`src/rtl/jt6295_pkg.sv`:
```
// Shared types and constants for the JT6295 ROM arbiter.
// The header fetcher has requester index 4; voices use indices 0..3.
package jt6295_pkg;

    typedef enum logic {
        ST_IDLE = 1'b0,
        ST_WAIT = 1'b1
    } arb_state_t;

    localparam int         NV_DEF    = 4;
    localparam int         AW_DEF    = 18;
    localparam int         OKDLY_DEF = 2;
    localparam logic [2:0] HDR_IDX   = 3'd4;

endpackage

```
`src/rtl/jt6295_rr_pick.sv`:
```
// Combinational round-robin picker: first eligible voice after ptr, wrapping.
// NV must be a power of two so the pointer arithmetic wraps naturally.
module jt6295_rr_pick
    import jt6295_pkg::*;
#(
    parameter int NV = NV_DEF,
    parameter int PW = $clog2(NV)
) (
    input  logic [NV-1:0] elig,
    input  logic [PW-1:0] ptr,
    output logic [NV-1:0] gnt,
    output logic          valid
);

    logic [PW-1:0] idx;

    always_comb begin
        gnt   = '0;
        valid = 1'b0;
        idx   = '0;
        for (int i = 1; i <= NV; i++) begin
            idx = ptr + PW'(i);
            if (!valid && elig[idx]) begin
                gnt[idx] = 1'b1;
                valid    = 1'b1;
            end
        end
    end

endmodule

```
`src/rtl/jt6295_rom_arb.sv`:
```
// Shares one ADPCM sample ROM port between the header fetcher (fixed priority)
// and four voice decoders (round-robin), each with a one-entry result register.
module jt6295_rom_arb
    import jt6295_pkg::*;
#(
    parameter int NV    = NV_DEF,
    parameter int AW    = AW_DEF,
    parameter int OKDLY = OKDLY_DEF
) (
    input  logic             clk,
    input  logic             rst,
    input  logic             hdr_cs,
    input  logic [AW-1:0]    hdr_addr,
    output logic [7:0]       hdr_dout,
    output logic             hdr_ok,
    input  logic [NV-1:0]    v_cs,
    input  logic [NV*AW-1:0] v_addr,
    output logic [NV*8-1:0]  v_dout,
    output logic [NV-1:0]    v_ok,
    output logic             busy,
    output logic             rom_cs,
    output logic [AW-1:0]    rom_addr,
    input  logic [7:0]       rom_data,
    input  logic             rom_ok
);

    localparam int            PW      = $clog2(NV);
    localparam int            CW      = $clog2(OKDLY + 1);
    localparam logic [CW-1:0] CNT_MAX = CW'(OKDLY);

    arb_state_t       state_q, state_d;
    logic [PW-1:0]    ptr_q, ptr_d;
    logic [CW-1:0]    cnt_q, cnt_d;
    logic [2:0]       gnt_q, gnt_d;
    logic             rom_cs_q, rom_cs_d;
    logic [AW-1:0]    rom_addr_q, rom_addr_d;
    logic             busy_q, busy_d;
    logic [7:0]       hdr_dout_q, hdr_dout_d;
    logic             hdr_ok_q, hdr_ok_d;
    logic [AW-1:0]    hdr_last_q, hdr_last_d;
    logic [NV*8-1:0]  v_dout_q, v_dout_d;
    logic [NV-1:0]    v_ok_q, v_ok_d;
    logic [NV*AW-1:0] v_last_q, v_last_d;

    logic             hdr_elig;
    logic [NV-1:0]    v_elig;
    logic [NV-1:0]    v_gnt;
    logic             v_valid;
    logic             capture;
    logic [PW-1:0]    v_idx;
    logic [AW-1:0]    v_gnt_addr;

    // A requester holding valid data for its address never competes.
    assign hdr_elig = hdr_cs & ~hdr_ok_q;
    assign v_elig   = v_cs & ~v_ok_q;
    assign capture  = (state_q == ST_WAIT) && rom_ok && (cnt_q == CNT_MAX);

    jt6295_rr_pick #(.NV(NV), .PW(PW)) u_pick (
        .elig  (v_elig),
        .ptr   (ptr_q),
        .gnt   (v_gnt),
        .valid (v_valid)
    );

    always_comb begin
        v_idx      = '0;
        v_gnt_addr = '0;
        for (int i = 0; i < NV; i++) begin
            if (v_gnt[i]) begin
                v_idx      = PW'(i);
                v_gnt_addr = v_addr[i*AW +: AW];
            end
        end
    end

    always_comb begin
        state_d    = state_q;
        ptr_d      = ptr_q;
        cnt_d      = cnt_q;
        gnt_d      = gnt_q;
        rom_cs_d   = rom_cs_q;
        rom_addr_d = rom_addr_q;
        busy_d     = busy_q;
        case (state_q)
            ST_IDLE: begin
                rom_cs_d = 1'b0;
                if (hdr_elig) begin
                    gnt_d      = HDR_IDX;
                    rom_addr_d = hdr_addr;
                end else if (v_valid) begin
                    gnt_d      = 3'(v_idx);
                    ptr_d      = v_idx;
                    rom_addr_d = v_gnt_addr;
                end
                if (hdr_elig || v_valid) begin
                    rom_cs_d = 1'b1;
                    busy_d   = 1'b1;
                    cnt_d    = '0;
                    state_d  = ST_WAIT;
                end
            end
            ST_WAIT: begin
                // rom_ok must stay high OKDLY edges in a row before data is trusted.
                if (!rom_ok) begin
                    cnt_d = '0;
                end else if (cnt_q != CNT_MAX) begin
                    cnt_d = cnt_q + CW'(1);
                end
                if (capture) begin
                    busy_d  = 1'b0;
                    state_d = ST_IDLE;
                end
            end
            default: state_d = ST_IDLE;
        endcase
    end

    // Capture overrides invalidation; ok is set only if the requester still wants this address.
    always_comb begin
        hdr_dout_d = hdr_dout_q;
        hdr_last_d = hdr_last_q;
        hdr_ok_d   = hdr_ok_q && (hdr_addr == hdr_last_q);
        v_dout_d   = v_dout_q;
        v_last_d   = v_last_q;
        v_ok_d     = '0;
        for (int i = 0; i < NV; i++) begin
            v_ok_d[i] = v_ok_q[i] && (v_addr[i*AW +: AW] == v_last_q[i*AW +: AW]);
        end
        if (capture) begin
            if (gnt_q == HDR_IDX) begin
                hdr_dout_d = rom_data;
                hdr_last_d = rom_addr_q;
                hdr_ok_d   = (hdr_addr == rom_addr_q);
            end
            for (int i = 0; i < NV; i++) begin
                if (gnt_q == 3'(i)) begin
                    v_dout_d[i*8 +: 8]  = rom_data;
                    v_last_d[i*AW +: AW] = rom_addr_q;
                    v_ok_d[i]            = (v_addr[i*AW +: AW] == rom_addr_q);
                end
            end
        end
    end

    always_ff @(posedge clk or posedge rst) begin
        if (rst) begin
            state_q    <= ST_IDLE;
            ptr_q      <= PW'(NV - 1);
            cnt_q      <= '0;
            gnt_q      <= '0;
            rom_cs_q   <= 1'b0;
            rom_addr_q <= '0;
            busy_q     <= 1'b0;
            hdr_dout_q <= '0;
            hdr_ok_q   <= 1'b0;
            hdr_last_q <= '0;
            v_dout_q   <= '0;
            v_ok_q     <= '0;
            v_last_q   <= '0;
        end else begin
            state_q    <= state_d;
            ptr_q      <= ptr_d;
            cnt_q      <= cnt_d;
            gnt_q      <= gnt_d;
            rom_cs_q   <= rom_cs_d;
            rom_addr_q <= rom_addr_d;
            busy_q     <= busy_d;
            hdr_dout_q <= hdr_dout_d;
            hdr_ok_q   <= hdr_ok_d;
            hdr_last_q <= hdr_last_d;
            v_dout_q   <= v_dout_d;
            v_ok_q     <= v_ok_d;
            v_last_q   <= v_last_d;
        end
    end

    assign hdr_dout = hdr_dout_q;
    assign hdr_ok   = hdr_ok_q;
    assign v_dout   = v_dout_q;
    assign v_ok     = v_ok_q;
    assign busy     = busy_q;
    assign rom_cs   = rom_cs_q;
    assign rom_addr = rom_addr_q;

endmodule

```
`config.mk`:
```
export PLATFORM = sky130hd
export DESIGN_NAME = jt6295_rom_arb
export DESIGN_NICKNAME = d
export VERILOG_FILES = /design/src/rtl/jt6295_pkg.sv /design/src/rtl/jt6295_rr_pick.sv /design/src/rtl/jt6295_rom_arb.sv
export SDC_FILE = /design/constraint.sdc
export NUM_CORES = 1
export LEC_CHECK = 0
export ABC_AREA = 1
export CORE_ASPECT_RATIO = 0.6
export CORE_MARGIN = 4
export CORE_UTILIZATION = 40
export CTS_CLUSTER_DIAMETER = 150
export DETAILED_ROUTE_END_ITERATION = 8
export DONT_BUFFER_PORTS = 1
export HOLD_SLACK_MARGIN = 0.06
export SYNTH_ARGS = -nofsm -noshare
export SYNTH_HDL_FRONTEND = slang
export SYNTH_SLANG_ARGS = --single-unit
```
`constraint.sdc`:
```
create_clock -name clk -period 5.85 [get_ports clk]
set_clock_uncertainty 0.15 [all_clocks]
set_input_delay 1.17 -clock clk [delete_from_list [all_inputs] [get_ports clk]]
set_output_delay 1.17 -clock clk [all_outputs]
set_load 0.02 [all_outputs]
```
* Word-level counts from Yosys, hierarchy flattened
Cells that the tools add are included.
** Storage, ports and cells
- Flip-flop bits (word level) :: 163
- Output and inout bits :: 65
** Operators by class
- $add $sub $neg :: 4
- Magnitude comparators :: 8
- Equal/unequal tests :: 19
- Multiplexer cells :: 52
- Bitwise operators :: 9
- Reduce and logical (&&, ||, !) cells :: 29
** Operators with widths (count)
- 18-bit equality test :: 10
- 18-bit two-way mux :: 6
- 1-bit two-way mux :: 23
- 4-bit two-way mux :: 5
- 2-bit AND reduction :: 8
- 1-bit logical AND :: 14
- 2-bit by 3-bit less-than comparator with 1-bit output (second input constant) :: 4
- 4-bit bitwise OR :: 3
- 2-bit two-way mux :: 5
- 1-bit binary-select mux with 2-bit select :: 4
- 1-bit demux with 2-bit select :: 4
- 2-bit by 1-bit greater-or-equal comparator with 1-bit output (second input constant) :: 4
- 3-bit by 2-bit equality test with 1-bit output (second input constant) :: 2
- 3-bit two-way mux :: 2
- 2-bit by 1-bit adder with 2-bit output (second input constant) :: 2
- 2-bit adder (second input constant) :: 2
- 4-bit AND :: 1
- 2-bit inequality test (second input constant) :: 2
- 4-bit inverter :: 1
- 1-bit one-hot mux with 2 select lines :: 2
- 2-bit one-hot mux with 2 select lines :: 1
- 3-bit by 1-bit equality test with 1-bit output (second input constant) :: 1
- 3-bit equality test (second input constant) :: 1
- 1-bit logical NOT :: 3
- 9 further kinds :: 11

* Depth between registers and ports, before layout
Gate-level depths: netlist of the first run.
- Depth after elaboration :: 20
- Gate-level depth with buffers :: 19

* Modules after synthesis
Synthesis of the first run repeated with hierarchy kept, for this count alone.
** Unflattened totals
- Cell total of the unflattened synthesis :: 1661
- Area total of the unflattened synthesis :: 10543.9 um2
** Modules (own cells, without submodules)
- jt6295_rom_arb :: times used 1, cells an instance 1581, area each 10092.2 um2, seq. area each 4081.4 um2
- jt6295_rr_pick :: times used 1, cells an instance 80, area each 451.7 um2, seq. area each 0.0 um2

* Least setup slack after synthesis of the first run
Ideal clock, no wire load.
- Kind :: in2reg
- Start :: in v_cs[0]
- End :: reg rom_addr_q[17], in the netlist rom_addr[17]
- Setup time :: 0.117 ns
- Arrival time :: 2.389 ns
- Data required time :: 5.583 ns
- Slack :: 3.194 ns
- Cell stages on the path :: 17
- Path buffers :: 1
- Path through :: nand3_1 -> nand3_2 -> nand2_4 -> inv_2 -> nand2_1 -> nand2_2 -> nor2_4 -> nand2_4 -> inv_4 -> buf_6 -> nand2_1 -> nand2_1 -> nand2_1 -> nand2_1 -> nand2_1 -> nand2_1 -> nand2_1
** On the way
- Longest elaborated chain between the ends :: 19
- Elaborated cells on any way between the ends :: 34
- Classes of those cells :: 22 x mux; 4 x bitwise; 8 x reduce/logical
** Ends and longest elaborated chain
- from (decl) :: RTL line jt6295_rom_arb.sv:16 : input logic [NV-1:0] v_cs,
- 4-bit AND * :: RTL line jt6295_rom_arb.sv:55 : assign v_elig = v_cs & ~v_ok_q;
- 1-bit binary-select mux with 2-bit select :: RTL line jt6295_rr_pick.sv:23 : if (!valid && elig[idx]) begin
- 1-bit two-way mux (not written as such) :: RTL line jt6295_rr_pick.sv:23
- 1-bit two-way mux :: RTL line jt6295_rr_pick.sv:23
- 1-bit logical NOT :: RTL line jt6295_rr_pick.sv:23
- 1-bit logical AND :: RTL line jt6295_rr_pick.sv:23
- 1-bit two-way mux :: RTL line jt6295_rr_pick.sv:23
- 1-bit logical NOT :: RTL line jt6295_rr_pick.sv:23
- 1-bit logical AND :: RTL line jt6295_rr_pick.sv:23
- 1-bit two-way mux :: RTL line jt6295_rr_pick.sv:23
- 1-bit logical NOT :: RTL line jt6295_rr_pick.sv:23
- 1-bit logical AND :: RTL line jt6295_rr_pick.sv:23
- 4-bit two-way mux :: RTL line jt6295_rr_pick.sv:23
- 18-bit two-way mux (4 in a row) :: RTL line jt6295_rom_arb.sv:69 : if (v_gnt[i]) begin
- 18-bit two-way mux :: RTL line jt6295_rom_arb.sv:90 : end else if (v_valid) begin
- 18-bit two-way mux :: RTL line jt6295_rom_arb.sv:87 : if (hdr_elig) begin
- to (signal assigned) :: RTL line jt6295_rom_arb.sv:166 : rom_addr_q <= rom_addr_d;
- to (decl) :: RTL line jt6295_rom_arb.sv:36 : logic [AW-1:0] rom_addr_q, rom_addr_d;
Mark *: on every way between the ends. The rest lies on a longest branch, timed or not. The select of a mux whose other input is x is not followed.
A chain may end at the register's enable or synchronous reset.

* Worst setup path in the final report of the first run
- Start :: reg ptr_q[0]
- End :: reg rom_addr_q[2], in the netlist rom_addr[2]
** On the way
- Longest elaborated chain between the ends :: 19
- Elaborated cells on any way between the ends :: 56
- Classes of those cells :: 3 x add/sub; 8 x order compare; 30 x mux; 3 x bitwise; 12 x reduce/logical
** Ends and longest elaborated chain
- from (decl) :: RTL line jt6295_rom_arb.sv:32 : logic [PW-1:0] ptr_q, ptr_d;
- from (signal assigned) :: RTL line jt6295_rom_arb.sv:148 : ptr_q <= PW'(NV - 1);
- from (signal assigned) :: RTL line jt6295_rom_arb.sv:162 : ptr_q <= ptr_d;
- parallel branches: the longest is 19 deep, another holds 2-bit by 3-bit less-than comparator with 1-bit output
Parallel ways; which one is timed is not known. The select of a mux whose other input is x is not followed.

==> out/metrics.yaml, run 1 <==
power_and_ir_drop:
  clockPowerShare_pct: 18.4
  p_switching_mw: 3.30
  p_comb_share_pct: 45.2
  p_int_mw: 3.03
  ir_drop_mv: 0.268
  leakage_nw: 4.95
  swShare_pct: 52.1
  pwr-share-seq_pct: 36.4
  p_per_area_nw_per_um2: 610
synth:
  ys_types: 45
  ys_seq_elements: 163
  synth_edf_count: 0
  synth_mux_area_share_pct: 0
  syn-num-nets: 1366
  synth-xor-area-share_pct: 6.40
  postSynthCellCount: 1254
  synth_top_family_by_area: "simple AND/OR/NAND/NOR gates"
  ys.flop_type: "dfrtp_1"
  ys.warnings.count: 0
  synth_adder_area_share_pct: 0.783
  avgSynthCellArea_sq_um: 7.64
  synthArstFlopShare_pct: 100
  synthSimpleGateAreaFrac_pct: 22.4
  seq_area_frac_synth_pct: 42.6
  synth_compound_area_share_pct: 18.7
  synth_area_sq_um: 9590
clocking:
  cts-resized-gates: 0
  ctsHoldBuffers: 0
  htreeDepth: 4
  post_cts_buffers: 0
  cts.clk_slew.worst_paths_ns: 0.08
  cts_buffers: 17
  cts_sinks: 163
  cts_buffer_depth: 2
  clk_latency_ns: 0.44
  cts_tree: "done"
  clockRootBuffer: "clkbuf_16"
setup_path:
  endpoint_kind: "register"
  worstSetupStartpoint: "ptr_q[0]"
  start_kind: "register"
  rr_worst_depth: 16
  arrival_ns: 3.53
  critPathKind: "reg -> reg"
  cp-endpoint: "rom_addr[2]"
  r2r-end: "rom_addr[2]"
  rr_startpoint: "ptr_q[0]"
  crit_required_ns: 6.04
  crit_fanout: 38
  r2r_slack_ns: 2.51
timing:
  setup-violations-final: 0
  relSlewSlack_pct: 29.8
  rsz0062_at_grt: "no"
  min_period_over_period_pct: 57.1
  hold_viol_final: 0
  max_freq_ghz: 0.299
  fin_crit_ns: 3.34
  worst_slew_pin_slew_ns: 1.05
  fin_setup_tns_ns: 0
  drv_slew: 0
layout:
  nets: 1337
  post-route-util_pct: 44.5
  syn_to_final_growth_pct: 8.39
  num_antenna_cells: 0
  final_cell_mix: "nand2_1 (378), o21ai_0 (165), dfrtp_1 (161), inv_1 (146), o22ai_1 (50)"
  design_area_sq_um: 10400
  final_common_cell: "nand2_1"
  drive_gt1_share_pct: 7.84
hold_path:
  worstHoldPathType: "reg -> reg"
die:
  fp.dieW_um: 208
  core_area_sq_um: 23300
  start_util_pct: 41.1
  ioPinCount: 171
  dieArea_sq_um: 26600
  chipHeight_um: 128
  core.rowCount: 43
flow_run:
  cap_violations: 0
route:
  initialDrtViolationCount: 1311
  wirelength_mm: 38.4
  wl_per_cell_um: 24.7
  vias: 8931
  viasPerCell: 5.75
  ant_nets: 0
  drt-pass1-iter-count: 5
  drc: 0
global_route:
  grt_pass1_wl_mm: 56.0
  grt_max_degree: 96
  grt_usage_pct: 28.4
  grt-ovfl-total: 0
  antenna_found_initial: 2
  grt_pass1_vias: 8192
place:
  port_buffers: 0
  gp_congestion: 1.00
  place_hpwl_mm: 28.7
  place_area_sq_um: 9780
run_status:
  status: "finished, final reports clean"
## registers in the layout (all words and copies together), names as in the netlist
| name | flops |
|---|---|
| cnt_q | 2 |
| hdr_dout | 8 |
| ptr_q | 2 |
| v_last_q | 72 |
| hdr_last_q | 18 |
| gnt_q | 3 |
| busy | 1 |
| v_ok | 4 |
| hdr_ok | 1 |
| rom_addr | 18 |
| v_dout | 32 |
| state_q | 1 |
| rom_cs | 1 |
## synthesized netlist by cell type, types with 4 or more instances
cell,n,area (sq um)
a21oi_2,20,175
o22ai_1,50,313
nand3_2,8,80.1
nand3_1,21,105
o21ai_0,165,826
buf_4,5,37.5
inv_2,4,15.0
a221oi_1,10,87.6
xnor2_1,31,272
nor3_1,4,20.0
dfrtp_1,161,4030
nor2_1,32,120
nand4_1,15,93.8
nand2_4,4,45.0
o2111ai_1,4,35.0
a22o_1,8,70.1
a21oi_1,31,155
buf_2,5,25.0
clkbuf_1,42,158
nand2_1,378,1420
xor2_1,39,342
buf_6,7,78.8
nor4_1,21,131
ha_1,6,75.1
inv_1,147,552
## through the flow
step	worst slack, ns	instances	hold WS, ns	power [mW]
after floorplan	0.128	1254	0.303	4.13
after global placement	2.38	1521	0.320	5.04
after detailed placement	2.30	1521	0.324	5.05
after CTS	2.56	1553	0.342	6.22
after global routing	2.29	1553	0.363	6.71
final	2.51	1553	0.340	6.34
## worst min path at each step
stage                   start              to  slack (ns)  cells after the start
3_5_place_dp     v_last_q[15]    v_last_q[15]        0.32                      2
3_3_place_gp     v_last_q[10]    v_last_q[10]        0.32                      2
4_1_cts          v_last_q[15]    v_last_q[15]        0.34                      2
6_report         v_last_q[10]    v_last_q[10]        0.34                      2
2_1_floorplan  hdr_last_q[16]  hdr_last_q[16]        0.30                      2
5_1_grt           v_last_q[7]     v_last_q[7]        0.36                      2
## area by class of cell
| cell class | instances | area (sq um) |
|---|---|---|
| Fill cell | 2447 | 13000 |
| Clock inverter | 14 | 166 |
| Timing Repair Buffer | 11 | 82.6 |
| Tap cell | 315 | 394 |
| Inverter | 153 | 582 |
| Multi-Input combinational cell | 879 | 4640 |
| Clock buffer | 18 | 439 |
| Sequential cell | 163 | 4080 |
## power by group through the flow
stage	Clock, mW	Combinational [mW]	Sequential [mW]
global route	1.23	3.15	2.33
finish	1.16	2.87	2.31
CTS	1.18	2.76	2.28
detailed placement	0	2.75	2.30
global placement	0	2.75	2.30
floorplan	0	2.17	1.96
## routing by layer
metal | vias up | track usage, % | part of all wire [%]
met4 | 0 | 6.68 | 1.8
met3 | 56 | 11.3 | 14
met5 | - | 0 | 0
met2 | 561 | 37.0 | 39
met1 | 4259 | 43.5 | 45
li1 | 4055 | - | -
## cells by family after synthesis
kind of cell               after synthesis
DFF                                    163
buffers and inverters                  212
AOI/OAI and AO/OA                      304
and+or+nand+nor                        499
adders and majority gates                6
xor gates and xnor gates                70
## worst max-delay path: stages (launching register included)
cell	delay (ns)
dfstp_2	0.61
inv_2	0.13
ha_1	0.36
inv_1	0.10
nand3_2	0.10
nand2_4	0.14
inv_2	0.06
nand2_1	0.05
nand2_1	0.07
nor2_2	0.11
nand2_2	0.52
a21oi_1	0.46
nand2_1	0.09
nand2_1	0.06
nand2_1	0.06
nand2_1	0.09
nand2_1	0.05
(Power assumes the default switching activity.)
==> run 2: changes to the inputs <==
==> constraint.sdc (replaced) <==
create_clock -name clk -period 2.7 [get_ports clk]
set_clock_uncertainty 0.15 [all_clocks]
set_input_delay 0.54 -clock clk [delete_from_list [all_inputs] [get_ports clk]]
set_output_delay 0.54 -clock clk [all_outputs]
set_load 0.02 [all_outputs]
==> out/metrics.yaml, run 2 (synthesis gave the netlist of run 1 again) <==
run_status:
  status: "finished, final reports clean"
route:
  vias: 9069
  wirelength_mm: 39.0
  viasPerCell: 5.65
  wl_per_cell_um: 24.3
  drc: 0
  drt-pass1-iter-count: 6
  initialDrtViolationCount: 1214
  ant_nets: 0
setup_path:
  cpPeakStageDelay_ns: 0.53
  crit_fanout: 21
  critPathKind: "reg -> reg"
  cp_cell_sequence: "inv_1 -> ha_4 -> nand3_2 -> nand2_4 -> nand2_4 -> nor2_4 -> nand3_1 -> nand2_2 -> buf_12 -> nor2_1 -> o21ai_1 -> o21ai_0"
  cpMaxStageDelayCell: "dfstp_2"
  arrival_ns: 2.68
  crit_path_frequent_cell: "nand2_4"
  start_kind: "register"
  r2r_slack_ns: 0.17
  crit_required_ns: 2.85
  endpoint_kind: "register"
layout:
  largest_reg_flops: 72
  syn_to_final_growth_pct: 13.7
  final_common_cell: "nand2_1"
  num_antenna_cells: 0
  instances_no_fill: 1605
  nets: 1389
  final_cell_mix: "nand2_1 (378), o21ai_0 (165), dfrtp_1 (161), inv_1 (145), buf_4 (54)"
  drive_gt1_share_pct: 11.7
  fillerInstances: 2360
  post-route-util_pct: 46.7
  multi_input_area_sq_um: 4680
  regArea_sq_um: 4080
  regMostFlops: "v_last_q"
  design_area_sq_um: 10900
place:
  place_hpwl_mm: 29.7
  placed_cells: 1569
  port_buffers: 0
  gp_congestion: 1.03
  place_area_sq_um: 10200
flow_run:
  cap_violations: 0
global_route:
  grt_usage_pct: 29.2
  grt_max_degree: 105
  grt_pass1_vias: 8619
  grt-ovfl-total: 0
  grt_pass1_wl_mm: 57.9
  antenna_found_initial: 3
die:
  chipHeight_um: 128
  dieArea_sq_um: 26600
  ioPinCount: 171
  core.rowCount: 43
  core_area_sq_um: 23300
  fp.dieW_um: 208
  start_util_pct: 41.1
timing:
  fin_setup_tns_ns: 0
  hold_viol_final: 0
  relSlewSlack_pct: 46.2
  finalHoldWorstSlack_ns: 0.128
  fin_crit_ns: 2.53
  worst_slew_pin_slew_ns: 0.807
  min_period_over_period_pct: 93.6
  setup-violations-final: 0
  rsz0062_at_grt: "yes"
  max_freq_ghz: 0.396
  drv_slew: 0
clocking:
  cts_tree: "done"
  cts_buffer_depth: 2
  cts.clk_slew.worst_paths_ns: 0.07
  htreeDepth: 4
  cts_buffers: 17
  clockRootBuffer: "clkbuf_16"
  cts_sinks: 163
  clk_latency_ns: 0.44
power_and_ir_drop:
  leakage_nw: 5.24
  p_switching_mw: 7.01
  pwr-share-seq_pct: 32.2
  p_per_area_nw_per_um2: 1310
  clockPowerShare_pct: 17.5
  p_comb_share_pct: 50.3
  p_int_mw: 7.21
  swShare_pct: 49.3
  ir_drop_mv: 0.679
hold_path:
  worstHoldPathType: "in -> reg"
[run 2: through the flow]
step,power (mW),worst slack (ns)
2_1_floorplan,8.95,-0.0592
3_3_place_gp,11.3,0.132
3_5_place_dp,11.3,0.112
4_1_cts,13.9,0.0962
5_1_grt,15.1,-0.00409
6_report,14.2,0.173
[run 2: area by class of cell]
| cell class | count | area share [%] |
|---|---|---|
| multi-input combinational | 879 | 43.0 |
| sequential | 163 | 37.5 |
| inverter | 153 | 5.35 |
| timing repair buffer | 63 | 5.28 |
| clock buffer | 18 | 3.94 |
| tap | 315 | 3.62 |
| clock inverter | 14 | 1.39 |
[run 2: power groups by stage]
stage               sequential [mW]  clock [mW]  combinational [mW]
floorplan                      4.24           0                4.71
global placement               4.57           0                6.70
detailed placement             4.57           0                6.77
CTS                            4.53        2.52                6.80
global route                   4.65        2.64                7.82
finish                         4.59        2.48                7.15
[run 2: final timing paths]
path,start,to,depth (start not counted)
setup / recovery,ptr_q[1],gnt_q[0],12
hold / removal,rom_ok,cnt_q[0],2
setup reg to reg,ptr_q[1],gnt_q[0],12
hold reg to reg,v_last_q[1],v_last_q[1],2
max in group asynchronous,rst,rom_addr[10],3
min in group asynchronous,rst,v_last_q[34],3
[run 2: metal layers]
layer	part of all wire (%)	global-route usage (%)
met5	0.20	1.81
met4	1.8	6.14
met1	44	43.2
met2	38	38.9
met3	15	12.9
[run 2: worst max-delay path, delay by kind of cell (launching register included)]
kind	cells	cell delay (ns)
flops	1	0.53
simple gates	7	0.78
compound gates	2	0.36
fa+ha+maj	1	0.29
buf+inv	2	0.25
[run 2: timing repair]
item / CTS / global route
gates resized for setup: 0 / 7
hold buffers: 1 / 0
endpoints found under the hold margin: 68 / 0
endpoints found under the setup margin: 0 / 22
buffers inserted: 0 / 3
==> run 3: changes to the inputs <==
--- a/config.mk
+++ b/config.mk
@@ -6,12 +6,12 @@
 export NUM_CORES = 1
 export LEC_CHECK = 0
 export ABC_AREA = 1
+export BUFFER_PORTS_ARGS = -buffer_cell sky130_fd_sc_hd__buf_2
 export CORE_ASPECT_RATIO = 0.6
 export CORE_MARGIN = 4
 export CORE_UTILIZATION = 40
 export CTS_CLUSTER_DIAMETER = 150
 export DETAILED_ROUTE_END_ITERATION = 8
-export DONT_BUFFER_PORTS = 1
 export HOLD_SLACK_MARGIN = 0.06
 export SYNTH_ARGS = -nofsm -noshare
 export SYNTH_HDL_FRONTEND = slang
==> out/metrics.yaml, run 3 (synthesis gave the netlist of run 1 again) <==
run_status:
  status: "finished, final reports clean"
place:
  placed_cells: 1733
  place_area_sq_um: 11000
  dp_slack_ns: 0.0938
  port_buffers: 170
  gp_congestion: 0.972
  place_hpwl_mm: 30.3
power_and_ir_drop:
  p_int_mw: 7.40
  leakage_nw: 5.94
  pwr-share-seq_pct: 28.2
  p_comb_share_pct: 54.6
  p_per_area_nw_per_um2: 1250
  ir_drop_mv: 0.587
  swShare_pct: 49.3
  power_mw: 14.6
  clockPowerShare_pct: 17.3
  p_switching_mw: 7.18
layout:
  nets: 1551
  post-route-util_pct: 50.0
  design_area_sq_um: 11700
  final_cell_mix: "nand2_1 (377), buf_2 (170), o21ai_0 (165), dfrtp_1 (161), inv_1 (145)"
  final_common_cell: "nand2_1"
  fillerInstances: 2382
  drive_gt1_share_pct: 21.7
  syn_to_final_growth_pct: 21.9
  regMostFlops: "v_last_q"
  instances_no_fill: 1768
  largest_reg_flops: 72
clocking:
  clk_latency_ns: 0.45
  cts.clk_slew.worst_paths_ns: 0.07
  post_cts_buffers: 0
  cts_tree: "done"
  cts_buffer_depth: 2
  htreeDepth: 4
  clockRootBuffer: "clkbuf_16"
  cts_sinks: 163
  cts_buffers: 17
setup_path:
  critPathKind: "reg -> reg"
  arrival_ns: 2.72
  start_kind: "register"
  crit_required_ns: 2.89
  cp_cell_sequence: "inv_1 -> ha_4 -> inv_2 -> nand3_2 -> nand2_4 -> nand3_4 -> nor2_2 -> nor2_4 -> nand2_4 -> buf_4 -> nand2_1 -> nand2_1 -> nand2_1 -> nand2_1 -> nand2_1 -> nand2_1 -> nand2_1 -> nand2_1"
  endpoint_kind: "register"
  crit_path_frequent_cell: "nand2_1"
  cpPeakStageDelay_ns: 0.53
  r2r_slack_ns: 0.17
  crit_fanout: 8
  cpMaxStageDelayCell: "dfstp_2"
route:
  vias: 9750
  viasPerCell: 5.51
  wirelength_mm: 39.7
  initialDrtViolationCount: 1351
  drc: 0
  drt-pass1-iter-count: 5
  wl_per_cell_um: 22.4
  ant_nets: 0
flow_run:
  cap_violations: 0
global_route:
  grt_usage_pct: 29.2
  antenna_found_initial: 0
  grt_pass1_wl_mm: 58.2
  grt_max_degree: 58
  use_met2_pct: 39.1
  met1_usage_pct: 45.7
  use_met3_pct: 9.59
  grt-ovfl-total: 0
  grt_pass1_vias: 8990
  busiest_layer: "met1"
die:
  dieArea_sq_um: 26600
  chipHeight_um: 128
  core.rowCount: 43
  start_util_pct: 41.1
  ioPinCount: 171
  fp.dieW_um: 208
  core_area_sq_um: 23300
timing:
  max_freq_ghz: 0.396
  drv_slew: 0
  relSlewSlack_pct: 51.9
  setup-violations-final: 0
  rsz0062_at_grt: "no"
  fin_crit_ns: 2.53
  min_period_over_period_pct: 93.6
  worst_slack_ns: 0.173
  worst_slew_pin_slew_ns: 0.721
  hold_viol_final: 0
hold_path:
  worstHoldPathType: "in -> reg"
[run 3: power groups by stage]
| stage | Combinational [mW] | Clock, mW | Sequential (mW) |
|---|---|---|---|
| after floorplan | 4.71 | 0 | 4.24 |
| after global placement | 7.56 | 0 | 4.11 |
| after detailed placement | 7.60 | 0 | 4.11 |
| after CTS | 7.64 | 2.54 | 4.08 |
| after global routing | 8.58 | 2.66 | 4.19 |
| final | 7.96 | 2.52 | 4.11 |
[run 3: layout make-up]
class,instances,area [sq um],share of cell area (%)
clock buffer,18,439,3.76
sequential,163,4080,34.9
tap,315,394,3.37
antenna,1,2.50,0.0214
timing repair buffer,224,1350,11.5
inverter,153,581,4.97
multi-input combinational,880,4690,40.1
clock inverter,14,151,1.30
[run 3: timing repair]
item	CTS	global route
endpoints found under the setup margin	0	20
hold endpoints to repair	12	0
hold buffers	1	0
resized for setup	0	8
[run 3: stage by stage]
| stage | setup TNS, ns | hold WS (ns) |
|---|---|---|
| after floorplan | -9.53 | 0.303 |
| after global placement | 0 | 0.309 |
| after detailed placement | 0 | 0.309 |
| after CTS | 0 | 0.234 |
| after global routing | 0 | 0.243 |
| final | 0 | 0.243 |
[run 3: final timing paths]
path / cells after the start / from / endpoint
worst max-delay path: 18 / ptr_q[1] / rom_addr[8]
worst min-delay path: 3 / rom_ok / cnt_q[0]
min in group asynchronous: 3 / rst / v_dout[17]
worst min register to register: 2 / rom_cs / rom_cs
max in group asynchronous: 4 / rst / hdr_ok
worst max register to register: 18 / ptr_q[1] / rom_addr[8]
[run 3: per-layer routing]
layer / share of wire (%) / wire [um]
met1: 47 / 18500
met2: 39 / 15500
met3: 13 / 5050
met4: 1.4 / 557
met5: 0 / 0
[run 3: worst max-delay path: cells and delay by family, from the launching register on]
kind	cells	cell delay [ns]
adders and majority gates	1	0.29
buffers and inverters	3	0.27
DFF	1	0.53
and+or+nand+nor	14	1.18
